**config.mk**
```make
export PLATFORM = sky130hd
export DESIGN_NAME = dataport_axi_flat
export DESIGN_NICKNAME = d
export VERILOG_FILES = /design/src/rtl/dataport_axi_if.sv /design/src/rtl/dataport_axi.sv /design/src/flat_wrapper.sv
export SDC_FILE = /design/constraint.sdc
export NUM_CORES = 1
export LEC_CHECK = 0
export ABC_CLOCK_PERIOD_IN_PS = 4100
export CORE_MARGIN = 1.5
export CORE_UTILIZATION = 25
export CTS_BUF_LIST = sky130_fd_sc_hd__clkbuf_8
export CTS_CLUSTER_DIAMETER = 50
export CTS_CLUSTER_SIZE = 8
export DETAILED_ROUTE_END_ITERATION = 7
export SYNTH_ARGS = -nofsm -noshare
export SYNTH_HDL_FRONTEND = slang
export SYNTH_SLANG_ARGS = --single-unit
```
**constraint.sdc**
```tcl
create_clock -name CLK -period 4.1 [get_ports CLK]
set_clock_uncertainty 0.1 [all_clocks]
set_input_delay 0.82 -clock CLK [delete_from_list [all_inputs] [get_ports CLK]]
set_output_delay 0.82 -clock CLK [all_outputs]
set_load 0.005 [all_outputs]
```
**src/rtl/dataport_axi_if.sv**
```systemverilog
// AXI4 bus bundle between the RV32I data port (master) and the interconnect (slave).
interface dataport_axi_if #(
  parameter int unsigned ID_WIDTH   = 1,
  parameter int unsigned ADDR_WIDTH = 32,
  parameter int unsigned DATA_WIDTH = 32
);
  localparam int unsigned STRB_WIDTH = DATA_WIDTH / 8;

  // Write address channel
  logic [ID_WIDTH-1:0]   AWID;
  logic [ADDR_WIDTH-1:0] AWADDR;
  logic [7:0]            AWLEN;
  logic [2:0]            AWSIZE;
  logic [1:0]            AWBURST;
  logic                  AWLOCK;
  logic [3:0]            AWCACHE;
  logic [2:0]            AWPROT;
  logic [3:0]            AWQOS;
  logic                  AWUSER;
  logic                  AWVALID;
  logic                  AWREADY;

  // Write data channel
  logic [DATA_WIDTH-1:0] WDATA;
  logic [STRB_WIDTH-1:0] WSTRB;
  logic                  WLAST;
  logic                  WUSER;
  logic                  WVALID;
  logic                  WREADY;

  // Write response channel
  logic [ID_WIDTH-1:0]   BID;
  logic [1:0]            BRESP;
  logic                  BUSER;
  logic                  BVALID;
  logic                  BREADY;

  // Read address channel
  logic [ID_WIDTH-1:0]   ARID;
  logic [ADDR_WIDTH-1:0] ARADDR;
  logic [7:0]            ARLEN;
  logic [2:0]            ARSIZE;
  logic [1:0]            ARBURST;
  logic                  ARLOCK;
  logic [3:0]            ARCACHE;
  logic [2:0]            ARPROT;
  logic [3:0]            ARQOS;
  logic                  ARUSER;
  logic                  ARVALID;
  logic                  ARREADY;

  // Read data channel
  logic [ID_WIDTH-1:0]   RID;
  logic [DATA_WIDTH-1:0] RDATA;
  logic [1:0]            RRESP;
  logic                  RLAST;
  logic                  RUSER;
  logic                  RVALID;
  logic                  RREADY;

  modport master (
    output AWID, AWADDR, AWLEN, AWSIZE, AWBURST, AWLOCK, AWCACHE, AWPROT, AWQOS, AWUSER, AWVALID,
    input  AWREADY,
    output WDATA, WSTRB, WLAST, WUSER, WVALID,
    input  WREADY,
    input  BID, BRESP, BUSER, BVALID,
    output BREADY,
    output ARID, ARADDR, ARLEN, ARSIZE, ARBURST, ARLOCK, ARCACHE, ARPROT, ARQOS, ARUSER, ARVALID,
    input  ARREADY,
    input  RID, RDATA, RRESP, RLAST, RUSER, RVALID,
    output RREADY
  );

  modport slave (
    input  AWID, AWADDR, AWLEN, AWSIZE, AWBURST, AWLOCK, AWCACHE, AWPROT, AWQOS, AWUSER, AWVALID,
    output AWREADY,
    input  WDATA, WSTRB, WLAST, WUSER, WVALID,
    output WREADY,
    output BID, BRESP, BUSER, BVALID,
    input  BREADY,
    input  ARID, ARADDR, ARLEN, ARSIZE, ARBURST, ARLOCK, ARCACHE, ARPROT, ARQOS, ARUSER, ARVALID,
    output ARREADY,
    output RID, RDATA, RRESP, RLAST, RUSER, RVALID,
    input  RREADY
  );
endinterface

```
**src/rtl/dataport_axi.sv**
```systemverilog
// RV32I data-side AXI4 master: posted stores through a write buffer, loads ordered
// behind all buffered stores, one outstanding transaction per direction.
// Optional feature macro: DATAPORT_ERR_EN enables the sticky ERR flag from BRESP/RRESP.
module dataport_axi #(
  parameter int unsigned ID_WIDTH   = 1,
  parameter int unsigned ADDR_WIDTH = 32,
  parameter int unsigned DATA_WIDTH = 32,
  parameter int unsigned WBUF_DEPTH = 4
) (
  input  logic                    CLK,
  input  logic                    RST,
  input  logic [ADDR_WIDTH-1:0]   WRADDR,
  input  logic [DATA_WIDTH-1:0]   WRDATA,
  input  logic [DATA_WIDTH/8-1:0] WRSTRB,
  input  logic                    WREN,
  input  logic [ADDR_WIDTH-1:0]   RDADDR,
  input  logic                    RDEN,
  output logic [ADDR_WIDTH-1:0]   ORDADDR,
  output logic [DATA_WIDTH-1:0]   RDOUT,
  output logic                    RDVALID,
  output logic                    LOADING,
  output logic                    ERR,
  dataport_axi_if.master          m_axi
);

  localparam int unsigned STRB_W = DATA_WIDTH / 8;
  localparam int unsigned PTR_W  = $clog2(WBUF_DEPTH);
  localparam int unsigned CNT_W  = PTR_W + 1;

  typedef struct packed {
    logic [ADDR_WIDTH-1:0] addr;
    logic [DATA_WIDTH-1:0] data;
    logic [STRB_W-1:0]     strb;
  } wbuf_entry_t;

  typedef enum logic [1:0] {W_IDLE, W_DATA, W_RESP} wstate_e;
  typedef enum logic [1:0] {R_IDLE, R_WAIT, R_ADDR, R_DATA} rstate_e;

  // ---------------------------------------------------------------------------
  // Write buffer
  // ---------------------------------------------------------------------------
  wbuf_entry_t      wbuf_q [WBUF_DEPTH];
  wbuf_entry_t      push_entry;
  wbuf_entry_t      head_entry;
  logic [CNT_W-1:0] wr_ptr_q, wr_ptr_d;
  logic [CNT_W-1:0] rd_ptr_q, rd_ptr_d;
  logic             full;
  logic             empty;
  logic             push;
  logic             pop;

  wstate_e          wstate_q;
  rstate_e          rstate_q;

  assign full  = (wr_ptr_q[PTR_W] != rd_ptr_q[PTR_W]) &&
                 (wr_ptr_q[PTR_W-1:0] == rd_ptr_q[PTR_W-1:0]);
  assign empty = (wr_ptr_q == rd_ptr_q);

  // Full is taken before any same-cycle pop, so a push at full is always dropped
  assign push = WREN && !full;
  assign pop  = (wstate_q == W_IDLE) && !empty;

  assign push_entry = '{addr: WRADDR, data: WRDATA, strb: WRSTRB};
  assign head_entry = wbuf_q[rd_ptr_q[PTR_W-1:0]];

  assign wr_ptr_d = push ? wr_ptr_q + CNT_W'(1) : wr_ptr_q;
  assign rd_ptr_d = pop  ? rd_ptr_q + CNT_W'(1) : rd_ptr_q;

  // Buffer storage; contents need no reset since the pointers gate every read
  always_ff @(posedge CLK) begin
    if (push) begin
      wbuf_q[wr_ptr_q[PTR_W-1:0]] <= push_entry;
    end
  end

  // Buffer pointers
  always_ff @(posedge CLK) begin
    if (RST) begin
      wr_ptr_q <= '0;
      rd_ptr_q <= '0;
    end else begin
      wr_ptr_q <= wr_ptr_d;
      rd_ptr_q <= rd_ptr_d;
    end
  end

  // ---------------------------------------------------------------------------
  // Write FSM: drains one buffered store at a time as a single-beat AXI write
  // ---------------------------------------------------------------------------
  logic [ADDR_WIDTH-1:0] awaddr_q;
  logic [DATA_WIDTH-1:0] wdata_q;
  logic [STRB_W-1:0]     wstrb_q;
  logic                  awvalid_q;
  logic                  wvalid_q;
  logic                  wlast_q;
  logic                  bready_q;
  logic                  aw_hs;
  logic                  w_hs;
  logic                  b_hs;

  assign aw_hs = awvalid_q && m_axi.AWREADY;
  assign w_hs  = wvalid_q  && m_axi.WREADY;
  assign b_hs  = bready_q  && m_axi.BVALID;

  // AW and W retire independently; the response phase starts once both are done
  always_ff @(posedge CLK) begin
    if (RST) begin
      wstate_q  <= W_IDLE;
      awaddr_q  <= '0;
      wdata_q   <= '0;
      wstrb_q   <= '0;
      awvalid_q <= 1'b0;
      wvalid_q  <= 1'b0;
      wlast_q   <= 1'b0;
      bready_q  <= 1'b0;
    end else begin
      case (wstate_q)
        W_IDLE: begin
          if (pop) begin
            awaddr_q  <= head_entry.addr;
            wdata_q   <= head_entry.data;
            wstrb_q   <= head_entry.strb;
            awvalid_q <= 1'b1;
            wvalid_q  <= 1'b1;
            wlast_q   <= 1'b1;
            wstate_q  <= W_DATA;
          end
        end
        W_DATA: begin
          if (aw_hs) begin
            awvalid_q <= 1'b0;
          end
          if (w_hs) begin
            wvalid_q <= 1'b0;
            wlast_q  <= 1'b0;
          end
          if ((aw_hs || !awvalid_q) && (w_hs || !wvalid_q)) begin
            bready_q <= 1'b1;
            wstate_q <= W_RESP;
          end
        end
        W_RESP: begin
          if (b_hs) begin
            bready_q <= 1'b0;
            wstate_q <= W_IDLE;
          end
        end
        default: wstate_q <= W_IDLE;
      endcase
    end
  end

  // ---------------------------------------------------------------------------
  // Read FSM: one load at a time, issued only once no store is pending anywhere
  // ---------------------------------------------------------------------------
  logic [ADDR_WIDTH-1:0] raddr_q;
  logic [ADDR_WIDTH-1:0] ordaddr_q;
  logic [DATA_WIDTH-1:0] rdout_q;
  logic                  rdvalid_q;
  logic                  arvalid_q;
  logic                  rready_q;
  logic                  stores_drained;
  logic                  r_hs;

  // A same-cycle WREN is a store that precedes this load, so it also blocks issue
  assign stores_drained = empty && (wstate_q == W_IDLE) && !WREN;
  assign r_hs           = rready_q && m_axi.RVALID;

  // Idle loads with nothing pending skip R_WAIT so ARVALID follows RDEN by one cycle
  always_ff @(posedge CLK) begin
    if (RST) begin
      rstate_q  <= R_IDLE;
      raddr_q   <= '0;
      ordaddr_q <= '0;
      rdout_q   <= '0;
      rdvalid_q <= 1'b0;
      arvalid_q <= 1'b0;
      rready_q  <= 1'b0;
    end else begin
      rdvalid_q <= 1'b0;
      case (rstate_q)
        R_IDLE: begin
          if (RDEN) begin
            raddr_q <= RDADDR;
            if (stores_drained) begin
              arvalid_q <= 1'b1;
              rstate_q  <= R_ADDR;
            end else begin
              rstate_q  <= R_WAIT;
            end
          end
        end
        R_WAIT: begin
          if (stores_drained) begin
            arvalid_q <= 1'b1;
            rstate_q  <= R_ADDR;
          end
        end
        R_ADDR: begin
          if (m_axi.ARREADY) begin
            arvalid_q <= 1'b0;
            rready_q  <= 1'b1;
            rstate_q  <= R_DATA;
          end
        end
        R_DATA: begin
          if (r_hs) begin
            rready_q  <= 1'b0;
            rdout_q   <= m_axi.RDATA;
            ordaddr_q <= raddr_q;
            rdvalid_q <= 1'b1;
            rstate_q  <= R_IDLE;
          end
        end
        default: rstate_q <= R_IDLE;
      endcase
    end
  end

  // ---------------------------------------------------------------------------
  // Sticky bus-error flag
  // ---------------------------------------------------------------------------
`ifdef DATAPORT_ERR_EN
  logic err_q;

  // Any SLVERR/DECERR response latches ERR until reset
  always_ff @(posedge CLK) begin
    if (RST) begin
      err_q <= 1'b0;
    end else if ((b_hs && m_axi.BRESP[1]) || (r_hs && m_axi.RRESP[1])) begin
      err_q <= 1'b1;
    end
  end

  assign ERR = err_q;
`else
  assign ERR = 1'b0;
`endif

  // ---------------------------------------------------------------------------
  // Outputs
  // ---------------------------------------------------------------------------
  // Core-side status; both terms are decoded straight from flops
  assign LOADING = (rstate_q != R_IDLE) || full;
  assign ORDADDR = ordaddr_q;
  assign RDOUT   = rdout_q;
  assign RDVALID = rdvalid_q;

  // Write address channel
  assign m_axi.AWID    = ID_WIDTH'(0);
  assign m_axi.AWADDR  = awaddr_q;
  assign m_axi.AWLEN   = 8'd0;
  assign m_axi.AWSIZE  = 3'b010;
  assign m_axi.AWBURST = 2'b01;
  assign m_axi.AWLOCK  = 1'b0;
  assign m_axi.AWCACHE = 4'b0011;
  assign m_axi.AWPROT  = 3'b000;
  assign m_axi.AWQOS   = 4'b0000;
  assign m_axi.AWUSER  = 1'b0;
  assign m_axi.AWVALID = awvalid_q;

  // Write data and response channels
  assign m_axi.WDATA  = wdata_q;
  assign m_axi.WSTRB  = wstrb_q;
  assign m_axi.WLAST  = wlast_q;
  assign m_axi.WUSER  = 1'b0;
  assign m_axi.WVALID = wvalid_q;
  assign m_axi.BREADY = bready_q;

  // Read address channel
  assign m_axi.ARID    = ID_WIDTH'(0);
  assign m_axi.ARADDR  = raddr_q;
  assign m_axi.ARLEN   = 8'd0;
  assign m_axi.ARSIZE  = 3'b010;
  assign m_axi.ARBURST = 2'b01;
  assign m_axi.ARLOCK  = 1'b0;
  assign m_axi.ARCACHE = 4'b0011;
  assign m_axi.ARPROT  = 3'b000;
  assign m_axi.ARQOS   = 4'b0000;
  assign m_axi.ARUSER  = 1'b0;
  assign m_axi.ARVALID = arvalid_q;
  assign m_axi.RREADY  = rready_q;

  // Response fields with no function in a single-ID, single-beat master
  logic unused_inputs;
  assign unused_inputs = ^{m_axi.BID, m_axi.BUSER, m_axi.BRESP,
                           m_axi.RID, m_axi.RLAST, m_axi.RUSER, m_axi.RRESP};

endmodule

```
**src/flat_wrapper.sv**
```systemverilog
// flat-port wrapper written by rule: the top's interface ports become plain ports
module dataport_axi_flat 
#(
  parameter int unsigned ID_WIDTH   = 1,
  parameter int unsigned ADDR_WIDTH = 32,
  parameter int unsigned DATA_WIDTH = 32,
  parameter int unsigned WBUF_DEPTH = 4
)
  (CLK, RST, WRADDR, WRDATA, WRSTRB, WREN, RDADDR, RDEN, ORDADDR, RDOUT, RDVALID, LOADING, ERR, m_axi_AWID, m_axi_AWADDR, m_axi_AWLEN, m_axi_AWSIZE, m_axi_AWBURST, m_axi_AWLOCK, m_axi_AWCACHE, m_axi_AWPROT, m_axi_AWQOS, m_axi_AWUSER, m_axi_AWVALID, m_axi_AWREADY, m_axi_WDATA, m_axi_WSTRB, m_axi_WLAST, m_axi_WUSER, m_axi_WVALID, m_axi_WREADY, m_axi_BID, m_axi_BRESP, m_axi_BUSER, m_axi_BVALID, m_axi_BREADY, m_axi_ARID, m_axi_ARADDR, m_axi_ARLEN, m_axi_ARSIZE, m_axi_ARBURST, m_axi_ARLOCK, m_axi_ARCACHE, m_axi_ARPROT, m_axi_ARQOS, m_axi_ARUSER, m_axi_ARVALID, m_axi_ARREADY, m_axi_RID, m_axi_RDATA, m_axi_RRESP, m_axi_RLAST, m_axi_RUSER, m_axi_RVALID, m_axi_RREADY);
  dataport_axi_if #(.ID_WIDTH(ID_WIDTH), .ADDR_WIDTH(ADDR_WIDTH), .DATA_WIDTH(DATA_WIDTH)) m_axi_i ();
  input  logic CLK;
  input  logic RST;
  input  logic [ADDR_WIDTH-1:0] WRADDR;
  input  logic [DATA_WIDTH-1:0] WRDATA;
  input  logic [DATA_WIDTH/8-1:0] WRSTRB;
  input  logic WREN;
  input  logic [ADDR_WIDTH-1:0] RDADDR;
  input  logic RDEN;
  output logic [ADDR_WIDTH-1:0] ORDADDR;
  output logic [DATA_WIDTH-1:0] RDOUT;
  output logic RDVALID;
  output logic LOADING;
  output logic ERR;
  output wire logic [$bits(m_axi_i.AWID)-1:0] m_axi_AWID;
  output wire logic [$bits(m_axi_i.AWADDR)-1:0] m_axi_AWADDR;
  output wire logic [$bits(m_axi_i.AWLEN)-1:0] m_axi_AWLEN;
  output wire logic [$bits(m_axi_i.AWSIZE)-1:0] m_axi_AWSIZE;
  output wire logic [$bits(m_axi_i.AWBURST)-1:0] m_axi_AWBURST;
  output wire logic [$bits(m_axi_i.AWLOCK)-1:0] m_axi_AWLOCK;
  output wire logic [$bits(m_axi_i.AWCACHE)-1:0] m_axi_AWCACHE;
  output wire logic [$bits(m_axi_i.AWPROT)-1:0] m_axi_AWPROT;
  output wire logic [$bits(m_axi_i.AWQOS)-1:0] m_axi_AWQOS;
  output wire logic [$bits(m_axi_i.AWUSER)-1:0] m_axi_AWUSER;
  output wire logic [$bits(m_axi_i.AWVALID)-1:0] m_axi_AWVALID;
  input wire logic [$bits(m_axi_i.AWREADY)-1:0] m_axi_AWREADY;
  output wire logic [$bits(m_axi_i.WDATA)-1:0] m_axi_WDATA;
  output wire logic [$bits(m_axi_i.WSTRB)-1:0] m_axi_WSTRB;
  output wire logic [$bits(m_axi_i.WLAST)-1:0] m_axi_WLAST;
  output wire logic [$bits(m_axi_i.WUSER)-1:0] m_axi_WUSER;
  output wire logic [$bits(m_axi_i.WVALID)-1:0] m_axi_WVALID;
  input wire logic [$bits(m_axi_i.WREADY)-1:0] m_axi_WREADY;
  input wire logic [$bits(m_axi_i.BID)-1:0] m_axi_BID;
  input wire logic [$bits(m_axi_i.BRESP)-1:0] m_axi_BRESP;
  input wire logic [$bits(m_axi_i.BUSER)-1:0] m_axi_BUSER;
  input wire logic [$bits(m_axi_i.BVALID)-1:0] m_axi_BVALID;
  output wire logic [$bits(m_axi_i.BREADY)-1:0] m_axi_BREADY;
  output wire logic [$bits(m_axi_i.ARID)-1:0] m_axi_ARID;
  output wire logic [$bits(m_axi_i.ARADDR)-1:0] m_axi_ARADDR;
  output wire logic [$bits(m_axi_i.ARLEN)-1:0] m_axi_ARLEN;
  output wire logic [$bits(m_axi_i.ARSIZE)-1:0] m_axi_ARSIZE;
  output wire logic [$bits(m_axi_i.ARBURST)-1:0] m_axi_ARBURST;
  output wire logic [$bits(m_axi_i.ARLOCK)-1:0] m_axi_ARLOCK;
  output wire logic [$bits(m_axi_i.ARCACHE)-1:0] m_axi_ARCACHE;
  output wire logic [$bits(m_axi_i.ARPROT)-1:0] m_axi_ARPROT;
  output wire logic [$bits(m_axi_i.ARQOS)-1:0] m_axi_ARQOS;
  output wire logic [$bits(m_axi_i.ARUSER)-1:0] m_axi_ARUSER;
  output wire logic [$bits(m_axi_i.ARVALID)-1:0] m_axi_ARVALID;
  input wire logic [$bits(m_axi_i.ARREADY)-1:0] m_axi_ARREADY;
  input wire logic [$bits(m_axi_i.RID)-1:0] m_axi_RID;
  input wire logic [$bits(m_axi_i.RDATA)-1:0] m_axi_RDATA;
  input wire logic [$bits(m_axi_i.RRESP)-1:0] m_axi_RRESP;
  input wire logic [$bits(m_axi_i.RLAST)-1:0] m_axi_RLAST;
  input wire logic [$bits(m_axi_i.RUSER)-1:0] m_axi_RUSER;
  input wire logic [$bits(m_axi_i.RVALID)-1:0] m_axi_RVALID;
  output wire logic [$bits(m_axi_i.RREADY)-1:0] m_axi_RREADY;
  assign m_axi_AWID = m_axi_i.AWID;
  assign m_axi_AWADDR = m_axi_i.AWADDR;
  assign m_axi_AWLEN = m_axi_i.AWLEN;
  assign m_axi_AWSIZE = m_axi_i.AWSIZE;
  assign m_axi_AWBURST = m_axi_i.AWBURST;
  assign m_axi_AWLOCK = m_axi_i.AWLOCK;
  assign m_axi_AWCACHE = m_axi_i.AWCACHE;
  assign m_axi_AWPROT = m_axi_i.AWPROT;
  assign m_axi_AWQOS = m_axi_i.AWQOS;
  assign m_axi_AWUSER = m_axi_i.AWUSER;
  assign m_axi_AWVALID = m_axi_i.AWVALID;
  assign m_axi_i.AWREADY = m_axi_AWREADY;
  assign m_axi_WDATA = m_axi_i.WDATA;
  assign m_axi_WSTRB = m_axi_i.WSTRB;
  assign m_axi_WLAST = m_axi_i.WLAST;
  assign m_axi_WUSER = m_axi_i.WUSER;
  assign m_axi_WVALID = m_axi_i.WVALID;
  assign m_axi_i.WREADY = m_axi_WREADY;
  assign m_axi_i.BID = m_axi_BID;
  assign m_axi_i.BRESP = m_axi_BRESP;
  assign m_axi_i.BUSER = m_axi_BUSER;
  assign m_axi_i.BVALID = m_axi_BVALID;
  assign m_axi_BREADY = m_axi_i.BREADY;
  assign m_axi_ARID = m_axi_i.ARID;
  assign m_axi_ARADDR = m_axi_i.ARADDR;
  assign m_axi_ARLEN = m_axi_i.ARLEN;
  assign m_axi_ARSIZE = m_axi_i.ARSIZE;
  assign m_axi_ARBURST = m_axi_i.ARBURST;
  assign m_axi_ARLOCK = m_axi_i.ARLOCK;
  assign m_axi_ARCACHE = m_axi_i.ARCACHE;
  assign m_axi_ARPROT = m_axi_i.ARPROT;
  assign m_axi_ARQOS = m_axi_i.ARQOS;
  assign m_axi_ARUSER = m_axi_i.ARUSER;
  assign m_axi_ARVALID = m_axi_i.ARVALID;
  assign m_axi_i.ARREADY = m_axi_ARREADY;
  assign m_axi_i.RID = m_axi_RID;
  assign m_axi_i.RDATA = m_axi_RDATA;
  assign m_axi_i.RRESP = m_axi_RRESP;
  assign m_axi_i.RLAST = m_axi_RLAST;
  assign m_axi_i.RUSER = m_axi_RUSER;
  assign m_axi_i.RVALID = m_axi_RVALID;
  assign m_axi_RREADY = m_axi_i.RREADY;
  dataport_axi #(.ID_WIDTH(ID_WIDTH), .ADDR_WIDTH(ADDR_WIDTH), .DATA_WIDTH(DATA_WIDTH), .WBUF_DEPTH(WBUF_DEPTH)) u_core (.CLK(CLK), .RST(RST), .WRADDR(WRADDR), .WRDATA(WRDATA), .WRSTRB(WRSTRB), .WREN(WREN), .RDADDR(RDADDR), .RDEN(RDEN), .ORDADDR(ORDADDR), .RDOUT(RDOUT), .RDVALID(RDVALID), .LOADING(LOADING), .ERR(ERR), .m_axi(m_axi_i));
endmodule
```
======== Yosys cells after proc, flatten, opt, wreduce, memory -nomap -nowiden ========
Memories as Yosys holds them, arrays and structs flattened. A register that Yosys moved wholly into a read port is not among the register bits.
Index checks and enable logic that the tools add are counted.
word-level totals
  register bits after elaboration ......... 112
  latch bits .............................. 0
  bits in writable memories ............... 272
  memory bits (read-only) ................. 0
  input bits .............................. 150
  output and inout port bits .............. 228
  word-level logic and storage cells ...... 98
  memories ................................ 1
cells by class
  add/sub/neg operators ................... 2
  multipliers ............................. 0
  divide/modulo/power cells ............... 0
  $lt $le $gt $ge ......................... 0
  eq/ne operators ......................... 17
  shift operators ......................... 0
  mux-type cells .......................... 28
  bitwise gates (word level) .............. 1
  reduce and logical (&&, ||, !) cells .... 36
memories
  name           depth  width  read ports  clocked after Yosys merged registers in  wr ports  RTL line            text
  u_core.wbuf_q  4      68     1           1                                        1         dataport_axi.sv:42  wbuf_entry_t wbuf_q [WBUF_DEPTH];
operators by type and width
  cell                                                    count
  AND reduction 3 bit                                     6
  2-to-1 mux 2 bit                                        8
  inequality test 2 x 1 -> 1 bit (second input constant)  7
  2-to-1 mux 1 bit                                        13
  logical AND 1 bit                                       10
  one-hot mux 1 bit (2 select lines)                      4
  one-hot mux 2 bit (4 select lines)                      1
  nonzero test 2 bit                                      4
  adder 3 x 1 -> 3 bit (second input constant)            2
  == test 2 bit (second input constant)                   3
  one-hot mux 2 bit (3 select lines)                      1
  AND reduction 2 bit                                     3
  logical NOT 1 bit                                       5
  == test 2 x 1 -> 1 bit (second input constant)          2
  logical NOT 2 bit                                       2
  inequality test 2 bit (second input constant)           2
  AND reduction 4 bit                                     1
  == test 3 bit                                           1
  logical OR 1 bit                                        3
  one-hot mux 1 bit (3 select lines)                      1
  nonzero test 3 bit                                      1
  == test 2 bit                                           1
  OR reduction 2 bit                                      1
  inequality test 1 bit                                   1
  NOT 1 bit                                               1

======== Longest topological paths before layout ========
Gate-level depths: netlist of the first run.
  depth in word-level cells ............... 6
  depth in mapped cells ................... 7
  mapped depth without buffers ............ 6

======== Worst setup path before layout of the first run ========
Ideal clock, no wire load.
  kind .................................... flip-flop to flip-flop
  start ................................... reg u_core.rd_ptr_q[1]
  end ..................................... reg u_core.wr_ptr_q[2]
  library setup time ...................... 0.211 ns
  arrival time ............................ 2.959 ns
  data required time ...................... 3.789 ns
  slack ................................... 0.829 ns
  cell stages (with the launch flop) ...... 6
  path buffers ............................ 1
  clock period less this slack ............ 3.271 ns
  cells stage by stage .................... dfxtp_1 buf_2 xor2_2 o31a_1 and2_1 o21ai_0
between the ends
  cells in the longest elaborated chain, start to end .. 4
ends and longest elaborated chain
  what                    RTL line            text
  from (decl)             dataport_axi.sv:46  logic [CNT_W-1:0] rd_ptr_q, rd_ptr_d;
  from (signal assigned)  dataport_axi.sv:83  rd_ptr_q <= rd_ptr_d;
  == test 2 bit           dataport_axi.sv:56  (wr_ptr_q[PTR_W-1:0] == rd_ptr_q[PTR_W-1:0]);
  logical AND 1 bit       dataport_axi.sv:55  assign full = (wr_ptr_q[PTR_W] != rd_ptr_q[PTR_W]) &&
  logical NOT 1 bit       dataport_axi.sv:60  assign push = WREN && !full;
  logical AND 1 bit       dataport_axi.sv:60
  to (signal assigned)    dataport_axi.sv:82  wr_ptr_q <= wr_ptr_d;
  to (decl)               dataport_axi.sv:45  logic [CNT_W-1:0] wr_ptr_q, wr_ptr_d;
No other way between the ends.
A chain may end at the register's enable or synchronous reset.

======== Worst setup path after layout of the first run ========
  start ................................... reg u_core.rd_ptr_q[0]
  end ..................................... out LOADING
between the ends
  cells in the longest elaborated chain, start to end .. 3
ends and longest elaborated chain
  what               RTL line             text
  == test 2 bit      dataport_axi.sv:56
  logical AND 1 bit  dataport_axi.sv:55
  logical OR 1 bit   dataport_axi.sv:244  assign LOADING = (rstate_q != R_IDLE) || full;
  to (decl)          flat_wrapper.sv:22   output logic LOADING;
No other way between the ends.

==> impl_metrics.env, run 1 <==
export IMPL_run_status="finished, final reports clean"
export IMPL_track_usage=0.124
export IMPL_p_leak_nw=7.36
export IMPL_io_pins=378
export IMPL_avgSynthCellArea_um2=13.5
export IMPL_maxSlewHeadroom=0.470
export IMPL_path_clk_slew_ns=0.06
export IMPL_cts_sinks=452
export IMPL_dp_final_hpwl_mm=26.9
export IMPL_pwr_share_comb=0.261
export IMPL_synth_area_um2=16800
export IMPL_whs_ns=0.354
export IMPL_drive_gt1_frac=0.120
export IMPL_cts_made_buffers=73
export IMPL_p_sw_mw=3.86
export IMPL_clockRootBuffer="clkbuf_8"
export IMPL_synth_seq_area_share=0.699
export IMPL_hold_viol=0
export IMPL_cts_resized=0
export IMPL_cp_required_ns=3.18
export IMPL_wl_per_cell_um=17.3
export IMPL_grt_pass1_vias=11000
export IMPL_synthCells=1245
export IMPL_rows=94
export IMPL_die_h_um=263
export IMPL_worstPathCellList="xor2_2, o31ai_1, clkdlybuf4s50_1"
export IMPL_nets=1740
export IMPL_p_clk_frac=0.284
export IMPL_drt_iter0_markers=660
export IMPL_synth_distinct_cells=37
export IMPL_dieArea_um2=68900
export IMPL_start_util=0.254
export IMPL_num_vias=10800
export IMPL_p_sw_frac=0.306
export IMPL_tns_ns=0
export IMPL_async_reset_ff_frac=0
export IMPL_cpMaxStageDelayCell="dfxtp_4"
export IMPL_ant_nets=0
export IMPL_cp_end_kind="primary output"
export IMPL_fmax_mhz=298
export IMPL_fin_ws_ns=0.748
export IMPL_vias_per_cell=4.32
export IMPL_synth_edf_count=272
export IMPL_period_minus_slack_ns=3.35
export IMPL_fin_crit_sh=0.818
export IMPL_preCtsSetupSlack_ns=1.09
export IMPL_rsz0062_at_grt="false"
export IMPL_synth_flop_cell="edfxtp_1"
export IMPL_overflow=0
export IMPL_clk_path_buf_depth=3
export IMPL_core_area_um2=66200
export IMPL_cp_arrival_ns=2.43
export IMPL_timing_rr_start="u_core.rd_ptr_q[0]$_SDFFE_PP0P_"
export IMPL_fillerInstances=6505
export IMPL_crit_end="LOADING"
export IMPL_worstSetupStartpointType="flip-flop"
export IMPL_yosysWarnings=0
export IMPL_grt_max_degree=67
export IMPL_hold_class="reg2reg"
export IMPL_rrSetupSlack_ns=1.37
export IMPL_cts_tree="built"
export IMPL_pwr_share_seq=0.455
export IMPL_pwr_density_cell_nw_per_um2=571
export IMPL_grt_first_pass_wirelength_mm=65.6
export IMPL_vdd_drop_max_uv=315
export IMPL_clkLatencyLatePin_ns=0.63
export IMPL_tightest_slew_ns=0.795
export IMPL_design_area_um2=22100
export IMPL_internal_power_mw=8.75
export IMPL_die_w_um=263
export IMPL_diodes=0
export IMPL_crit_fanout=23
export IMPL_drc_errors=0
export IMPL_place_area_um2=20700
export IMPL_holdBufCountCts=0
export IMPL_gp_congestion=0.768
export IMPL_cpPeakStageDelay_ns=0.65
export IMPL_setup_violations=0
export IMPL_synth_seq_cells=452
export IMPL_fin_total_pwr_mw=12.6
export IMPL_antenna_found_initial=6
export IMPL_reg2reg_depth=4
export IMPL_path_class="reg2out"
export IMPL_area_delta_synth_final_pct=31.1
export IMPL_postCtsSetupRepairBufs=0
export IMPL_io_buffers=312
export IMPL_drv_cap=0
export IMPL_cts_htree_levels=3
export IMPL_drt_total_wl_mm=43.0
export IMPL_rr_endpoint="u_core.wbuf_q[3][22]$_DFFE_PP_"
export IMPL_dr_pass1_iters=5
export IMPL_crit_path_start="u_core.rd_ptr_q[0]$_SDFFE_PP0P_"
export IMPL_maxSlewViolCount=0
## how the worst min path moves through the flow
stage                                               start                               to  slack (ns)  cells after the start
final                        u_core.RDOUT[8]$_SDFFE_PP0P_     u_core.RDOUT[8]$_SDFFE_PP0P_        0.35                      2
after global routing      u_core.ORDADDR[31]$_SDFFE_PP0P_  u_core.ORDADDR[31]$_SDFFE_PP0P_        0.37                      2
after CTS                   u_core.RDOUT[19]$_SDFFE_PP0P_    u_core.RDOUT[19]$_SDFFE_PP0P_        0.36                      2
after floorplan           u_core.wstate_q[1]$_SDFFE_PP0P_  u_core.wstate_q[1]$_SDFFE_PP0P_        0.35                      2
after global placement     u_core.ORDADDR[9]$_SDFFE_PP0P_   u_core.ORDADDR[9]$_SDFFE_PP0P_        0.34                      2
after detailed placement    u_core.RDOUT[19]$_SDFFE_PP0P_    u_core.RDOUT[19]$_SDFFE_PP0P_        0.35                      2
## cell usage after synthesis (all sizes together), types with 4 or more instances
library cell	number	area (um2)
clkbuf	41	154
nand2	341	1280
a21oi	170	851
mux4	68	1530
dfxtp	180	3600
a211oi	5	37.5
ha	13	163
buf	88	606
and2	6	37.5
inv	12	45.0
edfxtp	272	8170
nor2	8	30.0
mux2i	4	40.0
o21ai	4	20.0
## power groups by stage
stage	sequential, mW	combinational, mW	clock (mW)
4_1_cts	5.75	3.37	3.77
3_5_place_dp	5.84	3.36	0
5_1_grt	5.81	3.63	3.93
6_report	5.73	3.29	3.58
2_1_floorplan	5.72	1.91	0
3_3_place_gp	5.82	3.32	0
## flip-flops by register name (all words and copies together) (netlist names), 2 cells and up
name	cells
u_core.ORDADDR	32
u_core.RDOUT	32
u_core.m_axi.ARADDR	32
u_core.m_axi.AWADDR	32
u_core.m_axi.WDATA	32
u_core.m_axi.WSTRB	4
u_core.rd_ptr_q	3
u_core.rstate_q	2
u_core.wbuf_q	272
u_core.wr_ptr_q	3
u_core.wstate_q	2
## cell type report
class | count | area (um2) | area share
clock buffers | 78 | 1070 | 0.0486
clock inverters | 47 | 243 | 0.0110
inverters | 12 | 45.0 | 0.00204
multi-input cells | 706 | 4490 | 0.203
flip-flops and latches | 452 | 11800 | 0.533
well taps | 864 | 1080 | 0.0490
repair buffers | 332 | 3370 | 0.153
## critical path, delay by kind of cell (launching register included)
| kind | cells | cell delay [ns] |
|---|---|---|
| buffers and inverters | 1 | 0.64 |
| DFF | 1 | 0.65 |
| xor gates and xnor gates | 1 | 0.23 |
| AOI/OAI and AO/OA | 1 | 0.29 |
## metrics by stage
stage          instances  utilization
2_1_floorplan       1299            -
3_3_place_gp        2365        0.313
3_5_place_dp        2365        0.313
4_1_cts             2490        0.333
5_1_grt             2491        0.333
6_report            2491        0.333
## metal layers
layer / routed length (um) / GRT usage / up-vias
met2: 21300 / 0.214 / 369
met3: 3230 / 0.0413 / 77
met4: 994 / 0.0465 / 12
met1: 17400 / 0.142 / 5316
met5: 76 / 0 / -
li1: - / - / 4978
## cell families (layout without fill, tap and decap cells)
family / count (synthesis) / count (layout) / share of synthesized area
simple gates: 367 / 367 / 0.0843
mux: 72 / 72 / 0.0933
flops: 452 / 452 / 0.699
buf+inv: 141 / 469 / 0.0478
xor+xnor: 6 / 6 / 0.00446
compound gates: 192 / 192 / 0.0613
other cells: 2 / 56 / 0.000446
fa+ha+maj: 13 / 13 / 0.00966
## cell usage in the layout (no fill, tap or decap), types with 7 or more instances in the layout
cell | netlist | routed
a21oi_1 | 170 | 170
nand2_1 | 341 | 341
conb_1 | 2 | 56
buf_4 | 66 | 13
clkdlybuf4s50_1 | 0 | 311
inv_1 | 12 | 44
dfxtp_1 | 180 | 178
clkinvlp_4 | 0 | 7
edfxtp_1 | 272 | 272
clkbuf_8 | 0 | 78
nor2_1 | 8 | 8
ha_1 | 13 | 13
mux4_2 | 68 | 68
Power figures use the tool's default switching activity.
==> inputs of run 2 (changes only) <==
--- a/config.mk
+++ b/config.mk
@@ -5,7 +5,7 @@
 export SDC_FILE = /design/constraint.sdc
 export NUM_CORES = 1
 export LEC_CHECK = 0
-export ABC_CLOCK_PERIOD_IN_PS = 4100
+export ABC_CLOCK_PERIOD_IN_PS = 3240
 export CORE_MARGIN = 1.5
 export CORE_UTILIZATION = 25
 export CTS_BUF_LIST = sky130_fd_sc_hd__clkbuf_8
==> constraint.sdc (replaced) <==
create_clock -name CLK -period 3.24 [get_ports CLK]
set_clock_uncertainty 0.1 [all_clocks]
set_input_delay 0.648 -clock CLK [delete_from_list [all_inputs] [get_ports CLK]]
set_output_delay 0.648 -clock CLK [all_outputs]
set_load 0.005 [all_outputs]
==> impl_metrics.env, run 2 (same netlist as run 1, synthesis figures left out) <==
export IMPL_cp_arrival_ns=2.35
export IMPL_dr_pass1_iters=4
export IMPL_dieArea_um2=68900
export IMPL_die_h_um=263
export IMPL_grt_max_degree=85
export IMPL_critPathTopFamily="buffers and inverters"
export IMPL_seqCellArea_um2=11800
export IMPL_final_cell_mix="nand2_1 (341), clkdlybuf4s50_1 (311), edfxtp_1 (272), dfxtp_1 (178), a21oi_1 (170)"
export IMPL_final_common_cell="nand2_1"
export IMPL_path_class="reg2out"
export IMPL_io_buffers=312
export IMPL_area_delta_synth_final_pct=32.9
export IMPL_dp_cells=2368
export IMPL_fmax_mhz=323
export IMPL_nets=1746
export IMPL_fillerInstances=6439
export IMPL_fin_total_pwr_mw=16.6
export IMPL_p_clk_frac=0.308
export IMPL_antenna_found_initial=10
export IMPL_preCtsSetupSlack_ns=0.618
export IMPL_dp_final_hpwl_mm=28.6
export IMPL_pwr_share_seq=0.433
export IMPL_drt_iter0_markers=545
export IMPL_fin_crit_sh=0.956
export IMPL_path_clk_slew_ns=0.06
export IMPL_tns_ns=0
export IMPL_stdcell_count=2513
export IMPL_gp_congestion=0.803
export IMPL_drt_total_wl_mm=45.6
export IMPL_core_area_um2=66200
export IMPL_cts_made_buffers=77
export IMPL_tightest_slew_ns=0.925
export IMPL_cts_sinks=452
export IMPL_grt_pass1_vias=11200
export IMPL_io_pins=378
export IMPL_crit_fanout=17
export IMPL_clockRootBuffer="clkbuf_8"
export IMPL_pwr_share_comb=0.260
export IMPL_overflow=0
export IMPL_cts_htree_levels=3
export IMPL_num_vias=10800
export IMPL_p_sw_frac=0.307
export IMPL_cp_num_buf_inv=1
export IMPL_start_util=0.254
export IMPL_holdBufCountCts=0
export IMPL_worstSetupStartpointType="flip-flop"
export IMPL_hold_viol=0
export IMPL_maxSlewHeadroom=0.383
export IMPL_internal_power_mw=11.5
export IMPL_pwr_density_cell_nw_per_um2=742
export IMPL_drive_gt1_frac=0.128
export IMPL_hold_class="reg2reg"
export IMPL_largest_register_ffs=272
export IMPL_rsz0062_at_grt="false"
export IMPL_rows=94
export IMPL_track_usage=0.131
export IMPL_drc_errors=0
export IMPL_drv_cap=0
export IMPL_wl_per_cell_um=18.1
export IMPL_ant_nets=0
export IMPL_cpMaxStageDelayCell="clkdlybuf4s50_1"
export IMPL_period_minus_slack_ns=3.10
export IMPL_cp_required_ns=2.49
export IMPL_fin_ws_ns=0.143
export IMPL_cts_tree="built"
export IMPL_multi_input_area_um2=4490
export IMPL_grt_first_pass_wirelength_mm=68.2
export IMPL_p_sw_mw=5.10
export IMPL_maxSlewViolCount=0
export IMPL_setup_violations=0
export IMPL_vias_per_cell=4.31
export IMPL_run_status="finished, final reports clean"
export IMPL_cp_end_kind="primary output"
export IMPL_clkLatencyLatePin_ns=0.66
export IMPL_worstPathCellList="xor2_2, o31ai_2, clkdlybuf4s50_1"
export IMPL_die_w_um=263
export IMPL_p_leak_nw=7.52
export IMPL_cpPeakStageDelay_ns=0.65
export IMPL_postCtsSetupRepairBufs=0
export IMPL_clk_path_buf_depth=3
export IMPL_vdd_drop_max_uv=543
## run 2: what timing repair did
item                                   in CTS  in global routing
setup endpoints to repair                   1                  0
endpoints found under the hold margin       0                  0
gates resized for setup                     1                  0
## run 2: stage by stage
step,cell area (um2),hold WS (ns),util
6_report,22400,0.353,0.338
2_1_floorplan,17100,0.351,-
4_1_cts,22400,0.354,0.338
3_5_place_dp,20800,0.347,0.315
5_1_grt,22400,0.367,0.338
3_3_place_gp,20800,0.343,0.315
## run 2: worst reg2reg max path, stage by stage, from the launching register on
cell	delay (ns)
dfxtp_4	0.53
xor2_2	0.42
o31a_1	0.40
and2_4	0.39
buf_12	0.31
## run 2: power groups by stage
stage / clock, mW / sequential [mW] / combinational [mW]
4_1_cts: 5.34 / 7.20 / 4.45
2_1_floorplan: 0 / 7.23 / 2.42
3_3_place_gp: 0 / 7.28 / 4.37
5_1_grt: 5.58 / 7.26 / 4.74
3_5_place_dp: 0 / 7.31 / 4.43
6_report: 5.11 / 7.19 / 4.31
## run 2: final timing paths
path	from	end	slack, ns	cells past startpoint
max	u_core.rd_ptr_q[1]$_SDFFE_PP0P_	LOADING	0.14	3
min	u_core.ORDADDR[26]$_SDFFE_PP0P_	u_core.ORDADDR[26]$_SDFFE_PP0P_	0.35	2
max reg2reg	u_core.rd_ptr_q[1]$_SDFFE_PP0P_	u_core.wbuf_q[0][27]$_DFFE_PP_	0.79	4
min reg2reg	u_core.ORDADDR[26]$_SDFFE_PP0P_	u_core.ORDADDR[26]$_SDFFE_PP0P_	0.35	2
## run 2: cell type report
class | count | area share
Sequential cell | 452 | 0.526
Timing Repair Buffer | 334 | 0.154
Antenna cell | 5 | 0.000559
Clock buffer | 80 | 0.0492
Tap cell | 864 | 0.0483
Inverter | 12 | 0.00201
Multi-Input combinational cell | 706 | 0.201
Clock inverter | 60 | 0.0193
## run 2: layer usage
| metal | part of all wire | global-route usage | up-vias |
|---|---|---|---|
| li1 | - | - | 5017 |
| met1 | 0.39 | 0.144 | 5334 |
| met2 | 0.49 | 0.226 | 395 |
| met3 | 0.091 | 0.0519 | 77 |
| met4 | 0.023 | 0.0506 | 10 |
| met5 | 0.0016 | 0 | - |
==> inputs of run 3 (changes only) <==
--- a/config.mk
+++ b/config.mk
@@ -7,11 +7,12 @@
 export LEC_CHECK = 0
 export ABC_CLOCK_PERIOD_IN_PS = 3240
 export CORE_MARGIN = 1.5
-export CORE_UTILIZATION = 25
+export CORE_UTILIZATION = 35
 export CTS_BUF_LIST = sky130_fd_sc_hd__clkbuf_8
 export CTS_CLUSTER_DIAMETER = 50
 export CTS_CLUSTER_SIZE = 8
 export DETAILED_ROUTE_END_ITERATION = 7
+export GPL_ROUTABILITY_DRIVEN = 0
 export SYNTH_ARGS = -nofsm -noshare
 export SYNTH_HDL_FRONTEND = slang
 export SYNTH_SLANG_ARGS = --single-unit
==> impl_metrics.env, run 3 (same netlist as run 1, synthesis figures left out) <==
export IMPL_run_status="finished, final reports clean"
export IMPL_fillerInstances=4329
export IMPL_crit_end="LOADING"
export IMPL_stdcell_count=2231
export IMPL_area_delta_synth_final_pct=29.4
export IMPL_preCtsSetupSlack_ns=0.595
export IMPL_hp_start="RST"
export IMPL_tightest_slew_ns=0.683
export IMPL_tns_ns=0
export IMPL_crit_path_start="u_core.wr_ptr_q[1]$_SDFFE_PP0P_"
export IMPL_cp_required_ns=2.49
export IMPL_cpMaxStageDelayCell="clkdlybuf4s50_1"
export IMPL_dp_final_hpwl_mm=26.7
export IMPL_overflow=0
export IMPL_grt_max_degree=100
export IMPL_cp_arrival_ns=2.21
export IMPL_cts_sinks=452
export IMPL_cts_made_buffers=69
export IMPL_clk_path_buf_depth=3
export IMPL_p_leak_nw=7.35
export IMPL_maxSlewHeadroom=0.544
export IMPL_path_clk_slew_ns=0.07
export IMPL_cp_end_kind="primary output"
export IMPL_final_common_cell="nand2_1"
export IMPL_final_cell_mix="nand2_1 (341), clkdlybuf4s50_1 (311), edfxtp_1 (272), dfxtp_1 (178), a21oi_1 (170)"
export IMPL_io_buffers=312
export IMPL_fmax_mhz=338
export IMPL_track_usage=0.166
export IMPL_postCtsSetupRepairBufs=0
export IMPL_cts_resized=0
export IMPL_vdd_drop_max_uv=466
export IMPL_rsz0062_at_grt="false"
export IMPL_seqCellArea_um2=11800
export IMPL_dr_pass1_iters=4
export IMPL_largest_register_ffs=272
export IMPL_hold_viol=0
export IMPL_dp_cells=2121
export IMPL_path_class="reg2out"
export IMPL_ant_nets=0
export IMPL_holdBufCountCts=0
export IMPL_nets=1740
export IMPL_timing_rr_start="u_core.wr_ptr_q[1]$_SDFFE_PP0P_"
export IMPL_fin_crit_sh=0.914
export IMPL_drt_total_wl_mm=41.7
export IMPL_cts_tree="built"
export IMPL_pwr_density_cell_nw_per_um2=723
export IMPL_drt_iter0_markers=408
export IMPL_reg2reg_depth=4
export IMPL_die_w_um=222
export IMPL_drc_errors=0
export IMPL_rows=80
export IMPL_dieArea_um2=49500
export IMPL_drive_gt1_frac=0.117
export IMPL_wl_per_cell_um=18.7
export IMPL_drv_cap=0
export IMPL_cts_htree_levels=3
export IMPL_rrSetupSlack_ns=0.90
export IMPL_multi_input_area_um2=4490
export IMPL_rr_endpoint="u_core.wbuf_q[2][45]$_DFFE_PP_"
export IMPL_cpPeakStageDelay_ns=0.60
export IMPL_core_area_um2=47600
export IMPL_worstSetupStartpointType="flip-flop"
export IMPL_crit_fanout=7
export IMPL_clockRootBuffer="clkbuf_8"
export IMPL_clkLatencyLatePin_ns=0.63
export IMPL_hold_class="in2reg"
export IMPL_io_pins=378
export IMPL_num_vias=10600
export IMPL_antenna_found_initial=4
export IMPL_grt_first_pass_wirelength_mm=61.9
export IMPL_start_util=0.354
export IMPL_period_minus_slack_ns=2.96
export IMPL_grt_pass1_vias=10600
export IMPL_fin_ws_ns=0.279
export IMPL_setup_violations=0
export IMPL_vias_per_cell=4.73
export IMPL_worstPathCellList="xor2_2, o31ai_1, clkdlybuf4s50_1"
export IMPL_die_h_um=222
export IMPL_maxSlewViolCount=0
run 3: changes by cell type in the layout (fill, tap and decap cells not counted), moves of 2 or more:
cell | previous run | this run
clkinv_8 | 2 | 0
clkinv_2 | 8 | 2
clkinv_4 | 5 | 0
diode_2 | 5 | 1
clkbuf_8 | 80 | 75
bufinv_16 | 4 | 2
buf_12 | 12 | 14
inv_6 | 0 | 2
inv_8 | 2 | 0
clkinvlp_4 | 4 | 2
inv_1 | 46 | 37
run 3: layout make-up:
class | instances | area share
Clock inverter | 34 | 0.00918
Antenna cell | 1 | 0.000115
Tap cell | 615 | 0.0353
Clock buffer | 75 | 0.0474
Timing Repair Buffer | 336 | 0.160
Multi-Input combinational cell | 706 | 0.206
Sequential cell | 452 | 0.540
Inverter | 12 | 0.00207
run 3: worst min-delay path by stage:
stage / end / slack (ns) / cells after the start
2_1_floorplan: u_core.wstate_q[1]$_SDFFE_PP0P_ / 0.35 / 2
4_1_cts: u_core.wr_ptr_q[1]$_SDFFE_PP0P_ / 0.20 / 2
6_report: u_core.wr_ptr_q[0]$_SDFFE_PP0P_ / 0.27 / 2
3_3_place_gp: u_core.m_axi.AWADDR[19]$_SDFFE_PP0P_ / 0.34 / 2
5_1_grt: u_core.wr_ptr_q[0]$_SDFFE_PP0P_ / 0.21 / 2
3_5_place_dp: u_core.m_axi.AWADDR[19]$_SDFFE_PP0P_ / 0.35 / 2
run 3: per-stage QoR:
stage          instance area [um2]  hold WS, ns   util  power (mW)
2_1_floorplan                17100        0.351      -        9.64
3_3_place_gp                 20600        0.342  0.432        11.5
3_5_place_dp                 20600        0.347  0.432        11.6
4_1_cts                      21800        0.205  0.457        16.1
5_1_grt                      21800        0.207  0.457        16.6
6_report                     21800        0.270  0.457        15.8
run 3: layer usage:
layer,track usage,wire length (um),vias up
li1,-,-,4984
met4,0.0586,1170,6
met2,0.279,20100,333
met3,0.0596,3040,79
met1,0.196,17400,5151
met5,0,42,-
run 3: where the power goes:
group	total, mW	switching (mW)	internal [mW]
clock network	4.39	2.12	2.27
registers	7.14	0.350	6.79
logic	4.23	2.17	2.06
run 3: worst max-delay path, delay by kind of cell (launching register included):
| family | cells | cell delay (ns) |
|---|---|---|
| AOI/OAI and AO/OA | 1 | 0.36 |
| xor gates and xnor gates | 1 | 0.18 |
| buffers and inverters | 1 | 0.60 |
| DFF | 1 | 0.44 |
